==> src/rtl/iir_coeff_loader.sv <==
// Double-buffered IIR coefficient bank: writes land in shadow, commit swaps shadow->active on the next sample_en.
// Define IIR_COEFF_LOADER_FLUSH_EN to hold filter_flush high for FLUSH_CYCLES after each swap.
module iir_coeff_loader #(
  parameter int M            = 2,
  parameter int COEFF_WIDTH  = 16,
  parameter int Q            = 14,
  parameter int FLUSH_CYCLES = 4
) (
  input  logic                         clk,
  input  logic                         rst,
  input  logic                         sample_en,
  input  logic                         wr_valid,
  output logic                         wr_ready,
  input  logic [$clog2(2*M+1)-1:0]     wr_addr,
  input  logic [COEFF_WIDTH-1:0]       wr_data,
  input  logic                         commit,
  output logic                         busy,
  output logic                         swap_done,
  output logic                         err,
  output logic [(M+1)*COEFF_WIDTH-1:0] packed_b_coeffs,
  output logic [M*COEFF_WIDTH-1:0]     packed_a_coeffs,
  output logic                         filter_flush
);

  localparam int N  = 2*M + 1;
  localparam int AW = $clog2(N);
  localparam logic [COEFF_WIDTH-1:0] ONE = COEFF_WIDTH'(2**Q);

  localparam logic [1:0] ST_IDLE  = 2'd0;
  localparam logic [1:0] ST_ARMED = 2'd1;
`ifdef IIR_COEFF_LOADER_FLUSH_EN
  localparam logic [1:0] ST_FLUSH = 2'd2;
  localparam int CNTW = $clog2(FLUSH_CYCLES + 1);
  logic [CNTW-1:0] flush_cnt;
`endif

  if (FLUSH_CYCLES < 1) begin : g_bad_flush_cycles
    $error("FLUSH_CYCLES must be at least 1");
  end

  logic [1:0]             state;
  logic [COEFF_WIDTH-1:0] shadow [N];
  logic [COEFF_WIDTH-1:0] active [N];
  logic                   wr_fire;
  logic                   addr_ok;
  logic                   swap;

  assign wr_ready = (state == ST_IDLE);
  assign busy     = (state != ST_IDLE);
  assign wr_fire  = wr_valid & wr_ready;
  assign addr_ok  = (wr_addr <= AW'(2*M));
  assign swap     = (state == ST_ARMED) & sample_en;

`ifdef IIR_COEFF_LOADER_FLUSH_EN
  assign filter_flush = (state == ST_FLUSH);
`else
  assign filter_flush = 1'b0;
`endif

  // b0..bM sit at indices 0..M, a1..aM at M+1..2M.
  for (genvar i = 0; i <= M; i++) begin : g_pack_b
    assign packed_b_coeffs[i*COEFF_WIDTH +: COEFF_WIDTH] = active[i];
  end
  for (genvar i = 0; i < M; i++) begin : g_pack_a
    assign packed_a_coeffs[i*COEFF_WIDTH +: COEFF_WIDTH] = active[M+1+i];
  end

  always_ff @(posedge clk or posedge rst) begin
    if (rst) begin
      for (int i = 0; i < N; i++) begin
        shadow[i] <= (i == 0) ? ONE : '0;
        active[i] <= (i == 0) ? ONE : '0;
      end
    end else begin
      if (wr_fire && addr_ok) begin
        shadow[wr_addr] <= wr_data;
      end
      if (swap) begin
        for (int i = 0; i < N; i++) begin
          active[i] <= shadow[i];
        end
      end
    end
  end

  always_ff @(posedge clk or posedge rst) begin
    if (rst) begin
      state     <= ST_IDLE;
      swap_done <= 1'b0;
      err       <= 1'b0;
`ifdef IIR_COEFF_LOADER_FLUSH_EN
      flush_cnt <= '0;
`endif
    end else begin
      swap_done <= swap;
      err       <= wr_fire & ~addr_ok;
      case (state)
        ST_IDLE: begin
          // A sample_en coinciding with commit is deliberately not a swap edge.
          if (commit) begin
            state <= ST_ARMED;
          end
        end
        ST_ARMED: begin
          if (sample_en) begin
`ifdef IIR_COEFF_LOADER_FLUSH_EN
            state     <= ST_FLUSH;
            flush_cnt <= CNTW'(FLUSH_CYCLES - 1);
`else
            state     <= ST_IDLE;
`endif
          end
        end
`ifdef IIR_COEFF_LOADER_FLUSH_EN
        ST_FLUSH: begin
          if (flush_cnt == '0) begin
            state <= ST_IDLE;
          end else begin
            flush_cnt <= flush_cnt - 1'b1;
          end
        end
`endif
        default: state <= ST_IDLE;
      endcase
    end
  end

endmodule

==> config.mk <==
export PLATFORM = sky130hd
export DESIGN_NAME = iir_coeff_loader
export DESIGN_NICKNAME = d
export VERILOG_FILES = /design/src/rtl/iir_coeff_loader.sv
export SDC_FILE = /design/constraint.sdc
export NUM_CORES = 1
export LEC_CHECK = 0
export BUFFER_PORTS_ARGS = -buffer_cell sky130_fd_sc_hd__buf_2
export CORE_UTILIZATION = 30
export CTS_CLUSTER_DIAMETER = 80
export CTS_CLUSTER_SIZE = 40
export DETAILED_ROUTE_END_ITERATION = 8
export HOLD_SLACK_MARGIN = 0.05
export SETUP_SLACK_MARGIN = 0.05
export SYNTH_ARGS = -nofsm -noshare
export SYNTH_HDL_FRONTEND = slang
export SYNTH_SLANG_ARGS = --single-unit
==> constraint.sdc <==
create_clock -name clk -period 13.3 [get_ports clk]
set_input_delay 1.33 -clock clk [delete_from_list [all_inputs] [get_ports clk]]
set_output_delay 1.33 -clock clk [all_outputs]
set_load 0.03 [all_outputs]
# Word level (Yosys, flattened, before mapping)
# Index checks and enable logic that the tools add are counted.
# word_totals
ff_bits	164
output_inout_bits	85
word_cells	35
# classes
magnitude_cmp	3
n_eq_ne	3
n_mux	6
bitwise	5
reduce_logical	5
# op_table
op	count
80-bit bitwise mux	1
16-bit demux with 3-bit select	1
16-bit 2-to-1 mux	1
4-bit greater-or-equal comparator (second input constant)	1
4-bit by 1-bit < comparator with 1-bit output (second input constant)	1
2-bit 2-to-1 mux	2
3-bit inverter with 4-bit output	1
2-bit one-hot mux with 2 select lines	1
1-bit AND	3
3-bit less-or-equal comparator (second input constant)	1
2-bit by 1-bit == test with 1-bit output (second input constant)	1
1-bit logical AND	2
2-bit logical NOT	1
2-bit by 1-bit inequality test with 1-bit output (second input constant)	1
2-bit inequality test (second input constant)	1
2-bit AND reduction	1
2-bit nonzero test	1
1-bit inverter	1

# Longest topological paths before layout
# Gate-level depths: netlist of run 1.
# logic_depth
word_depth	6
mapped_depth	5
ltp_nobuf	3

# Worst setup path before layout of run 1
# Ideal clock, no wire load.
# synth_path
path_type	input to register
from	in wr_addr[1]
to	reg shadow[0] in the netlist's numbering
setup_time_ns	0.125
arrival_ns	2.444
t_required_ns	13.175
slack_ns	10.731
cell_stages	4
n_path_buf	2
cell_sequence	buf_2 > nor4_4 > buf_6 > mux2_2
# synth_between
elab_chain_len	6
word_cells_on_any_way	9
classes_between	3 x order compare; 3 x mux; 1 x bitwise; 2 x reduce/logical
# synth_rtl
item	line	rtl
start, declared	14	input logic [$clog2(2*M+1)-1:0] wr_addr,
3-bit inverter with 4-bit output (not written as such)	76	shadow[wr_addr] <= wr_data;
4-bit greater-or-equal comparator (not written as such) / 4-bit by 1-bit < comparator with 1-bit output (equally long branches)	76	
1-bit logical AND (not written as such)	76	
16-bit 2-to-1 mux (not written as such)	76	
16-bit demux with 3-bit select	76	
80-bit bitwise mux	76	
end signal, assigned by index	71	shadow[i] <= (i == 0) ? ONE : '0;
end signal, assigned by index	76	
end, declared	42	logic [COEFF_WIDTH-1:0] shadow [N];
# Several ways; a longest one is shown, not always the timed one.
# A chain may end at the register's enable or synchronous reset.

# Final worst setup path of run 1
# layout_path
from	in sample_en
to	reg active, in the netlist packed_b_coeffs[6]
# layout_between
elab_chain_len	1
# layout_rtl
item	line	rtl
start, declared	11	input logic sample_en,
1-bit AND	52	assign swap = (state == ST_ARMED) & sample_en;
end signal, assigned by index	72	active[i] <= (i == 0) ? ONE : '0;
end signal, assigned by index	80	active[i] <= shadow[i];
end, declared	43	logic [COEFF_WIDTH-1:0] active [N];
# Every way passes these cells.

==> flow_metrics.py, run 1 <==
metrics = {
    "synth": {
        "synth_fa_ha_area_share_pct": 0,
        "yosys_warnings": 0,
        "ys_ff_latch": 163,
        "synth_edf_count": 0,
        "ys_types": 21,
        "ys_top_cells_by_count": "dfrtp_1, mux2_2, buf_2",
        "synth_compound_area_share_pct": 0.08157,
        "synth_ff_type": "dfrtp_1",
        "avgSynthCellArea_um2": 17.19,
        "yosys-top-cells-area": "dfrtp_1, mux2_2, buf_2, dfstp_2, buf_4",
        "synth_top_area_share_pct": 65.66,
        "syn_inst": 357,
        "async_flop_share_pct": 100.0,
        "synthMuxAreaShare_pct": 29.36,
        "synthXorXnorAreaFrac_pct": 0,
        "synth_area_um2": 6136,
        "yosys.cell_count.top_type": "dfrtp_1",
        "syn_nets": 381,
        "synth_top_family_by_area": "multiplexers",
        "synthSimpleGateAreaFrac_pct": 2.100,
        "ys_seq_area_share_pct": 66.52,
        "synth_largest_area_cell": "dfrtp_1",
    },
    "pwr": {
        "pwr_density_cell_nw_per_um2": 249.5,
        "p_leak_nw": 3.480,
        "ir_worst_vdd_mv": 0.09049,
    },
    "clock_network": {
        "cts_buffers": 17,
        "cts.path.max_buffers": 2,
        "clk_pin_slew_ns": 0.06,
        "post_cts_resized": 0,
        "cts-root-buf": "clkbuf_16",
        "cts.sinks": 163,
        "clock_latency_ns": 0.42,
        "hold_buffers": 0,
        "postCtsSetupRepairBufs": 0,
        "cts_tree": "done",
        "htreeDepth": 4,
    },
    "timing": {
        "finalCritPeriodShare_pct": 24.32,
        "hold_violations": 0,
        "relSlewSlack_pct": 27.15,
        "slew_viol_final": 0,
        "worst_slack_ns": 10.07,
        "fmax_mhz": 309.1,
        "fin_tns_setup_ns": 0,
        "rsz0062_at_grt": "no",
        "whs_ns": 0.4990,
        "setup_violations": 0,
        "fin_skew_ns": 0.005687,
        "worstMarginPinSlew_ns": 1.092,
        "fin_crit_ns": 3.235,
    },
    "worst_setup_path": {
        "worstPathRequired_ns": 13.60,
        "crit_start": "sample_en",
        "critical_path_class": "in -> reg",
        "cp-end-kind": "flip-flop",
        "crit_fanout": 43,
        "startpoint_type": "input pin",
        "r2r_start": "state[0]",
        "critPathArrivalTime_ns": 3.53,
    },
    "die": {
        "core_um2": 19780,
        "die_w_um": 145.0,
        "num_rows": 51,
        "io_pins": 109,
        "die-area_um2": 21030,
        "start_util_pct": 31.02,
        "die_h_um": 145.0,
    },
    "cells_and_area": {
        "area_growth_pct": 22.21,
        "fin_util_pct": 37.91,
        "drive_gt1_share_pct": 64.73,
        "nets": 493,
        "antennaDiodeCount": 0,
    },
    "min_path": {
        "hp-start": "shadow[47]",
        "worst_hold_path_type": "reg -> reg",
    },
    "grt": {
        "antenna_found_initial": 0,
        "grt_first_pass_wirelength_um": 21600,
        "grt-ovfl-total": 0,
        "grt.total_usage_pct": 13.57,
        "grt_pass1_vias": 3824,
        "grt_max_degree": 89,
    },
    "flow_run": {
        "drv_cap": 0,
    },
    "detailed_routing": {
        "detail-route-antenna-nets": 0,
        "first_pass_iters": 4,
        "drt-initial-drc-count": 94,
        "viasPerCell": 4.489,
        "wire_per_inst_um": 17.59,
        "wl_um": 13140,
        "via_count": 3353,
        "drc": 0,
    },
    "placed_design": {
        "port_buffers": 107,
        "gp_congestion": 0.7161,
        "dpl_worst_slack_ns": 9.510,
        "place.detailed.hpwl_um": 8510,
    },
    "run_status": {
        "outcome": "finished clean",
    },
}
critical path, stage by stage:
cell and delay [ns]:
buf_2 0.09, nand2_2 0.58, inv_2 1.07, mux2_2 0.43
logic make-up after synthesis:
group,count (synthesis)
buffers and inverters,19
DFF,163
and+or+nand+nor,13
AOI/OAI and AO/OA,1
muxes,160
other,1
worst paths after layout:
path / end / slack [ns] / depth (start not counted)
hold / removal: shadow[47] / 0.50 / 1
setup reg to reg: packed_b_coeffs[6] / 10.24 / 3
setup / recovery: packed_b_coeffs[6] / 10.07 / 4
min in group asynchronous: shadow[32] / 1.05 / 2
hold reg to reg: shadow[47] / 0.50 / 1
max in group asynchronous: shadow[63] / 10.80 / 3
state kept, by name, summed over array words and instances (netlist names):
name / flops
shadow: 80
packed_b_coeffs: 48
packed_a_coeffs: 32
err: 1
state: 1
swap_done: 1
per-stage QoR:
| step | total power, mW | cell area, um^2 | cells |
|---|---|---|---|
| 2_1_floorplan | 1.214 | 6136 | 357 |
| 3_3_place_gp | 1.394 | 6922 | 715 |
| 3_5_place_dp | 1.416 | 6922 | 715 |
| 4_1_cts | 1.902 | 7498 | 747 |
| 5_1_grt | 1.976 | 7498 | 747 |
| 6_report | 1.871 | 7498 | 747 |
layer usage:
layer,track usage (%),vias up,wire length (um)
met1,17.59,1780,6156
met2,21.39,75,6278
met4,4.628,0,149
met5,0,-,0
li1,-,1485,-
met3,4.214,13,557
power by group:
| part | switching [mW] | total, mW | leakage [nW] | internal, mW |
|---|---|---|---|---|
| registers | 0.103 | 0.792 | 1.99 | 0.689 |
| logic | 0.374 | 0.604 | 1.22 | 0.230 |
| clock network | 0.204 | 0.475 | 0.272 | 0.271 |
final cells by class:
type / count / area (um^2)
Multi-Input combinational cell: 175 / 1942
Sequential cell: 163 / 4081
Tap cell: 265 / 331.6
Timing Repair Buffer: 109 / 550.5
Inverter: 3 / 16.27
Clock inverter: 12 / 120.1
Clock buffer: 20 / 456.7
Fill cell: 1922 / 12280
placed cells by master (no fill, tap or decap), types with 2 or more instances in the layout:
cell type	synthesis	final
nand2_2	1	2
nor2_1	2	2
buf_4	3	2
mux2_2	160	160
buf_2	11	107
inv_6	0	5
clkbuf_16	0	17
clkinvlp_4	0	4
dfrtp_1	161	161
dfstp_2	2	2
clkbuf_8	0	2
nand2_1	3	2
Power figures use the tool's default switching activity.
==> inputs of run 2 (changes only) <==
ABC_AREA = 1   (was unset)
clock period = 3.16 ns   (was 13.3 ns; I/O delays follow)
==> run 2 against run 1 <==
  * Worst hold slack worse by 0.37 ns
  * Non-clock buffer count up 7
  * First-iteration DRC count grew to 3.0 times the previous value
  * Register-to-register slack got worse by 8.8 ns
  * Worst setup slack worse by 8.7 ns
  * Clock power rose to 5.0 times the previous value
  * Critical endpoint is now packed_a_coeffs[1]
  * Highest routed layer unchanged
==> flow_metrics.py, run 2 <==
metrics = {
    "detailed_routing": {
        "via_count": 4748,
        "drc": 0,
        "detail-route-antenna-nets": 0,
        "first_pass_iters": 4,
        "wire_per_inst_um": 15.28,
        "viasPerCell": 4.360,
        "wl_um": 16640,
        "drt-initial-drc-count": 284,
    },
    "clock_network": {
        "htreeDepth": 4,
        "hold_buffers": 1,
        "cts_tree": "done",
        "clk_pin_slew_ns": 0.06,
        "clock_latency_ns": 0.43,
        "postCtsSetupRepairBufs": 0,
        "cts.sinks": 163,
        "cts.path.max_buffers": 2,
        "cts_buffers": 17,
        "cts-root-buf": "clkbuf_16",
        "post_cts_resized": 0,
    },
    "cells_and_area": {
        "layout_common_cells": "nand2_1, dfrtp_1, buf_2, nand3_1, clkbuf_16",
        "area_growth_pct": 23.72,
        "final_common_cell": "nand2_1",
        "largest-register": "shadow",
        "fin_area_um2": 7812,
        "nets": 830,
        "largest_reg_flops": 80,
        "drive_gt1_share_pct": 19.44,
    },
    "grt": {
        "grt_max_degree": 89,
        "grt_first_pass_wirelength_um": 26140,
        "grt_util_met1_pct": 22.22,
        "grt-ovfl-total": 0,
        "grt_pass1_vias": 4626,
        "antenna_found_initial": 1,
        "met2_usage_pct": 24.36,
        "global_route.peak_usage_layer": "met2",
        "grtUsageMet3_pct": 4.348,
        "grt.total_usage_pct": 16.11,
    },
    "die": {
        "num_rows": 52,
        "die_w_um": 147.1,
        "io_pins": 109,
        "die-area_um2": 21630,
        "start_util_pct": 30.91,
        "die_h_um": 147.1,
        "core_um2": 20430,
    },
    "placed_design": {
        "dpl_worst_slack_ns": 1.252,
        "place_area_um2": 7107,
        "gp_congestion": 0.7746,
        "port_buffers": 107,
        "place.detailed.hpwl_um": 10860,
    },
    "timing": {
        "worst_slack_ns": 1.393,
        "fin_crit_ns": 1.767,
        "hold_violations": 0,
        "fin_skew_ns": 0.01012,
        "finalCritPeriodShare_pct": 55.90,
        "fmax_mhz": 566.1,
        "worstMarginPinSlew_ns": 0.8049,
        "relSlewSlack_pct": 46.34,
        "rsz0062_at_grt": "no",
        "setup_violations": 0,
        "slew_viol_final": 0,
        "fin_tns_setup_ns": 0,
    },
    "synth": {
        "avgSynthCellArea_um2": 8.957,
        "synth_edf_count": 0,
        "synth_area_um2": 6315,
        "ys_ff_latch": 163,
        "ys_top_cells_by_count": "nand2_1, dfrtp_1, nand3_1",
        "yosys-top-cells-area": "dfrtp_1, nand2_1, nand3_1, buf_2, nand4_1",
        "yosys_warnings": 0,
        "async_flop_share_pct": 100.0,
        "ys_seq_area_share_pct": 64.63,
        "syn_inst": 705,
        "yosys.cell_count.top_type": "nand2_1",
        "ys_types": 18,
        "synth_top_area_share_pct": 63.80,
        "synth_largest_area_cell": "dfrtp_1",
        "synth_ff_type": "dfrtp_1",
        "syn_nets": 729,
    },
    "pwr": {
        "p_int_mw": 4.773,
        "swShare_pct": 33.60,
        "p_switching_mw": 2.415,
        "pwr_density_cell_nw_per_um2": 920.1,
        "ir_worst_vdd_mv": 0.3923,
        "p_leak_nw": 4.377,
        "p_seq_share_pct": 42.1,
        "combPwrFrac_pct": 24.7,
        "clkPwrFrac_pct": 33.3,
        "total_power_mw": 7.188,
    },
    "worst_setup_path": {
        "cp-end-kind": "flip-flop",
        "critical_path_class": "reg -> reg",
        "crit_start": "state[0]",
        "crit_fanout": 41,
        "critPathArrivalTime_ns": 2.13,
        "startpoint_type": "flip-flop",
        "reg2reg_depth": 5,
        "reg2reg_slack_ns": 1.39,
        "worstPathRequired_ns": 3.52,
        "timing.rr.end": "packed_a_coeffs[1]",
        "r2r_start": "state[0]",
        "crit_end": "packed_a_coeffs[1]",
    },
    "run_status": {
        "outcome": "finished clean",
    },
    "min_path": {
        "worst_hold_path_type": "in -> reg",
    },
    "flow_run": {
        "drv_cap": 0,
    },
}
[run 2: changes by cell type in the layout (fill, tap and decap cells not counted), moves of 3 or more]
cell | previous run | this run
nand2_1 | 2 | 434
mux2_2 | 160 | 0
nand3_1 | 0 | 35
nand4_1 | 0 | 16
bufinv_16 | 1 | 6
inv_1 | 1 | 6
inv_6 | 5 | 0
buf_4 | 2 | 6
nor2_4 | 0 | 4
clkbuf_8 | 2 | 5
[run 2: critical path, cell delays in order, from the launching register on]
cell,delay [ns]
dfrtp_1,0.45
nand2_2,0.08
inv_2,0.53
buf_4,0.43
nand2_1,0.12
nand2_1,0.07
[run 2: per-layer routing]
metal	vias to the layer above	part of all wire [%]
met5	-	0
met4	0	1.2
met3	17	5.1
met2	99	47
met1	2248	47
li1	2384	-
[run 2: how the worst min path moves through the flow]
stage | start | depth (start not counted) | slack (ns) | end
6_report | commit | 3 | 0.13 | state[0]
5_1_grt | commit | 3 | 0.13 | state[0]
4_1_cts | commit | 3 | 0.12 | state[0]
3_5_place_dp | rst | 2 | 0.43 | packed_b_coeffs[36]
3_3_place_gp | rst | 2 | 0.43 | packed_b_coeffs[36]
2_1_floorplan | wr_data[14] | 2 | 0.42 | shadow[78]
[run 2: power by group through the flow]
| stage | combinational, mW | sequential (mW) | clock [mW] |
|---|---|---|---|
| after floorplan | 0.608 | 3.63 | 0 |
| after global placement | 1.78 | 3.05 | 0 |
| after detailed placement | 1.80 | 3.05 | 0 |
| after CTS | 1.81 | 3.03 | 2.45 |
| after global routing | 1.95 | 3.10 | 2.52 |
| final | 1.77 | 3.02 | 2.39 |
[run 2: cells by family (layout without fill, tap and decap cells)]
family        count (synthesis)  count (layout)  share of synthesized area, %
simple gates                499             499                         32.06
flops                       163             163                         64.63
buf+inv                      42             155                         3.250
other cells                   1               2                       0.05938
[run 2: stage by stage]
step                instances  hold slack [ns]  utilization, %
floorplan                 705           0.4237               -
global placement         1056           0.4268           34.79
detailed placement       1056           0.4315           34.79
CTS                      1088           0.1186           38.23
global route             1088           0.1308           38.23
finish                   1089           0.1292           38.24
[run 2: layout make-up]
cell class	count	area, um^2
fillers	2114	12620
diodes	1	2.502
repair buffers	116	630.6
flip-flops and latches	163	4081
well taps	270	337.8
inverters	8	33.78
clock inverters	8	195.2
clock buffers	23	498.0
multi-input cells	500	2033
==> inputs of run 3 (changes only) <==
clock period = 1.5 ns   (was 3.16 ns; I/O delays follow)
==> run 3 against run 2 <==
  * Clock skew down 0.0037 ns
  * Routed wire length up 2.5%
  * Power up 100%
  * Maximum frequency up 29%
  * Via count up 4.2%
  * Cell count up 2.1%
  * Cell area up 1.9%
  * Worst setup slack worse by 1.3 ns
  * Global-route usage up 0.51 points
  * Critical path type unchanged
  * Largest power group unchanged
==> flow_metrics.py, run 3 (synthesis results as in run 2) <==
metrics = {
    "placed_design": {
        "gp_congestion": 0.7461,
        "port_buffers": 107,
        "place.detailed.hpwl_um": 11220,
    },
    "timing": {
        "fin_crit_ns": 1.366,
        "rsz0062_at_grt": "no",
        "fmax_mhz": 732.0,
        "setup_violations": 0,
        "hold_violations": 0,
        "whs_ns": 0.06216,
        "fin_skew_ns": 0.006378,
        "finalCritPeriodShare_pct": 91.08,
        "slew_viol_final": 0,
    },
    "pwr": {
        "ir_worst_vdd_mv": 0.7832,
        "combPwrFrac_pct": 26.3,
        "clkPwrFrac_pct": 30.0,
        "p_int_mw": 9.439,
        "p_switching_mw": 5.141,
        "p_seq_share_pct": 43.7,
        "swShare_pct": 35.26,
        "pwr_density_cell_nw_per_um2": 1832,
        "p_leak_nw": 4.445,
    },
    "min_path": {
        "holdPathEnd": "shadow[52]",
        "worst_hold_path_type": "in -> reg",
        "hp-start": "wr_data[4]",
        "whs_path_depth": 3,
    },
    "worst_setup_path": {
        "critPathArrivalTime_ns": 1.73,
        "startpoint_type": "flip-flop",
        "crit_fanout": 5,
        "cp_top_family": "buffers and inverters",
        "reg2reg_depth": 4,
        "crit_buf_inv": 2,
        "cp-end-kind": "flip-flop",
        "worstPathRequired_ns": 1.87,
        "r2r_start": "state[0]",
        "reg2reg_slack_ns": 0.13,
        "critical_path_class": "reg -> reg",
        "timing.rr.end": "err",
        "cp_slowest_cell": "dlygate4sd3_1",
        "path_cells": "inv_2 > nand2_1 > nor3_1 > dlygate4sd3_1",
        "max_stage_delay_ns": 0.56,
    },
    "cells_and_area": {
        "largest_reg_flops": 80,
        "nets": 852,
        "area_growth_pct": 26.06,
        "fill_cells": 2089,
        "largest-register": "shadow",
        "fin_util_pct": 38.96,
        "layout_common_cells": "nand2_1, dfrtp_1, buf_2, nand3_1, clkbuf_16",
        "final_common_cell": "nand2_1",
        "drive_gt1_share_pct": 20.10,
    },
    "die": {
        "die_w_um": 147.1,
        "start_util_pct": 30.91,
        "num_rows": 52,
        "io_pins": 109,
        "die_h_um": 147.1,
        "core_um2": 20430,
        "die-area_um2": 21630,
    },
    "clock_network": {
        "cts.path.max_buffers": 2,
        "cts-root-buf": "clkbuf_16",
        "clock_latency_ns": 0.43,
        "htreeDepth": 4,
        "cts_tree": "done",
        "cts.sinks": 163,
        "clk_pin_slew_ns": 0.06,
        "cts_buffers": 17,
    },
    "grt": {
        "grt_pass1_vias": 4912,
        "grt_max_degree": 80,
        "grt-ovfl-total": 0,
        "grt_first_pass_wirelength_um": 27250,
        "antenna_found_initial": 1,
        "grt.total_usage_pct": 16.62,
    },
    "detailed_routing": {
        "detail-route-antenna-nets": 0,
        "wire_per_inst_um": 15.33,
        "drt-initial-drc-count": 476,
        "first_pass_iters": 5,
        "via_count": 4949,
        "viasPerCell": 4.451,
        "wl_um": 17050,
        "drc": 0,
    },
    "run_status": {
        "outcome": "finished clean",
    },
    "flow_run": {
        "drv_cap": 0,
    },
}
-- run 3: cell type report --
type                    count  area [um^2]  area share [%]
flip-flops and latches    163         4081           51.27
clock buffers              22        454.2           5.706
diodes                      1        2.502         0.03144
inverters                   8        36.28          0.4558
well taps                 270        337.8           4.244
repair buffers            138        873.3           10.97
multi-input cells         500         2041           25.64
clock inverters            10        133.9           1.682
-- run 3: worst max-delay path by stage --
stage                     startpoint                  to  cells past startpoint
after floorplan                  rst                 err                      1
after global placement      state[0]          shadow[55]                      5
after detailed placement    state[0]  packed_a_coeffs[8]                      5
after CTS                   state[0]                 err                      4
after global routing        state[0]                 err                      4
final                       state[0]                 err                      4
-- run 3: routing by layer --
metal	vias to the layer above	share of wire, %	routed length (um)	GRT usage [%]
met5	-	0	0	0
met4	0	1.4	236	5.412
met3	20	4.6	792	4.006
met2	106	46	7810	25.54
met1	2404	48	8207	23.05
li1	2419	-	-	-
-- run 3: per-stage QoR --
| stage | cell area, um^2 | TNS (ns) | total power, mW | std cells | setup slack, ns |
|---|---|---|---|---|---|
| after floorplan | 6319 | -116.21 | 8.938 | 705 | -0.7192 |
| after global placement | 7219 | 0 | 10.24 | 1066 | 0.2023 |
| after detailed placement | 7219 | 0 | 10.30 | 1066 | 0.1657 |
| after CTS | 7928 | 0 | 14.72 | 1110 | 0.1389 |
| after global routing | 7958 | 0 | 15.39 | 1111 | 0.04133 |
| final | 7960 | 0 | 14.58 | 1112 | 0.1338 |
-- run 3: power groups by stage --
stage | sequential [mW] | clock (mW) | combinational [mW]
floorplan | 7.66 | 0 | 1.28
global placement | 6.43 | 0 | 3.81
detailed placement | 6.44 | 0 | 3.85
CTS | 6.39 | 4.44 | 3.90
global route | 6.54 | 4.61 | 4.23
finish | 6.38 | 4.37 | 3.84
-- run 3: what timing repair did --
item                                    CTS  global route
setup buffers                             0             1
resized for setup                         0             3
endpoints found under the setup margin    0             8
endpoints found under the hold margin   177             0
hold buffers                             12             0
-- run 3: worst reg2reg max path, stage by stage, from the launching register on --
cell	delay (ns)
dfrtp_1	0.43
inv_2	0.10
nand2_1	0.09
nor3_1	0.13
dlygate4sd3_1	0.56
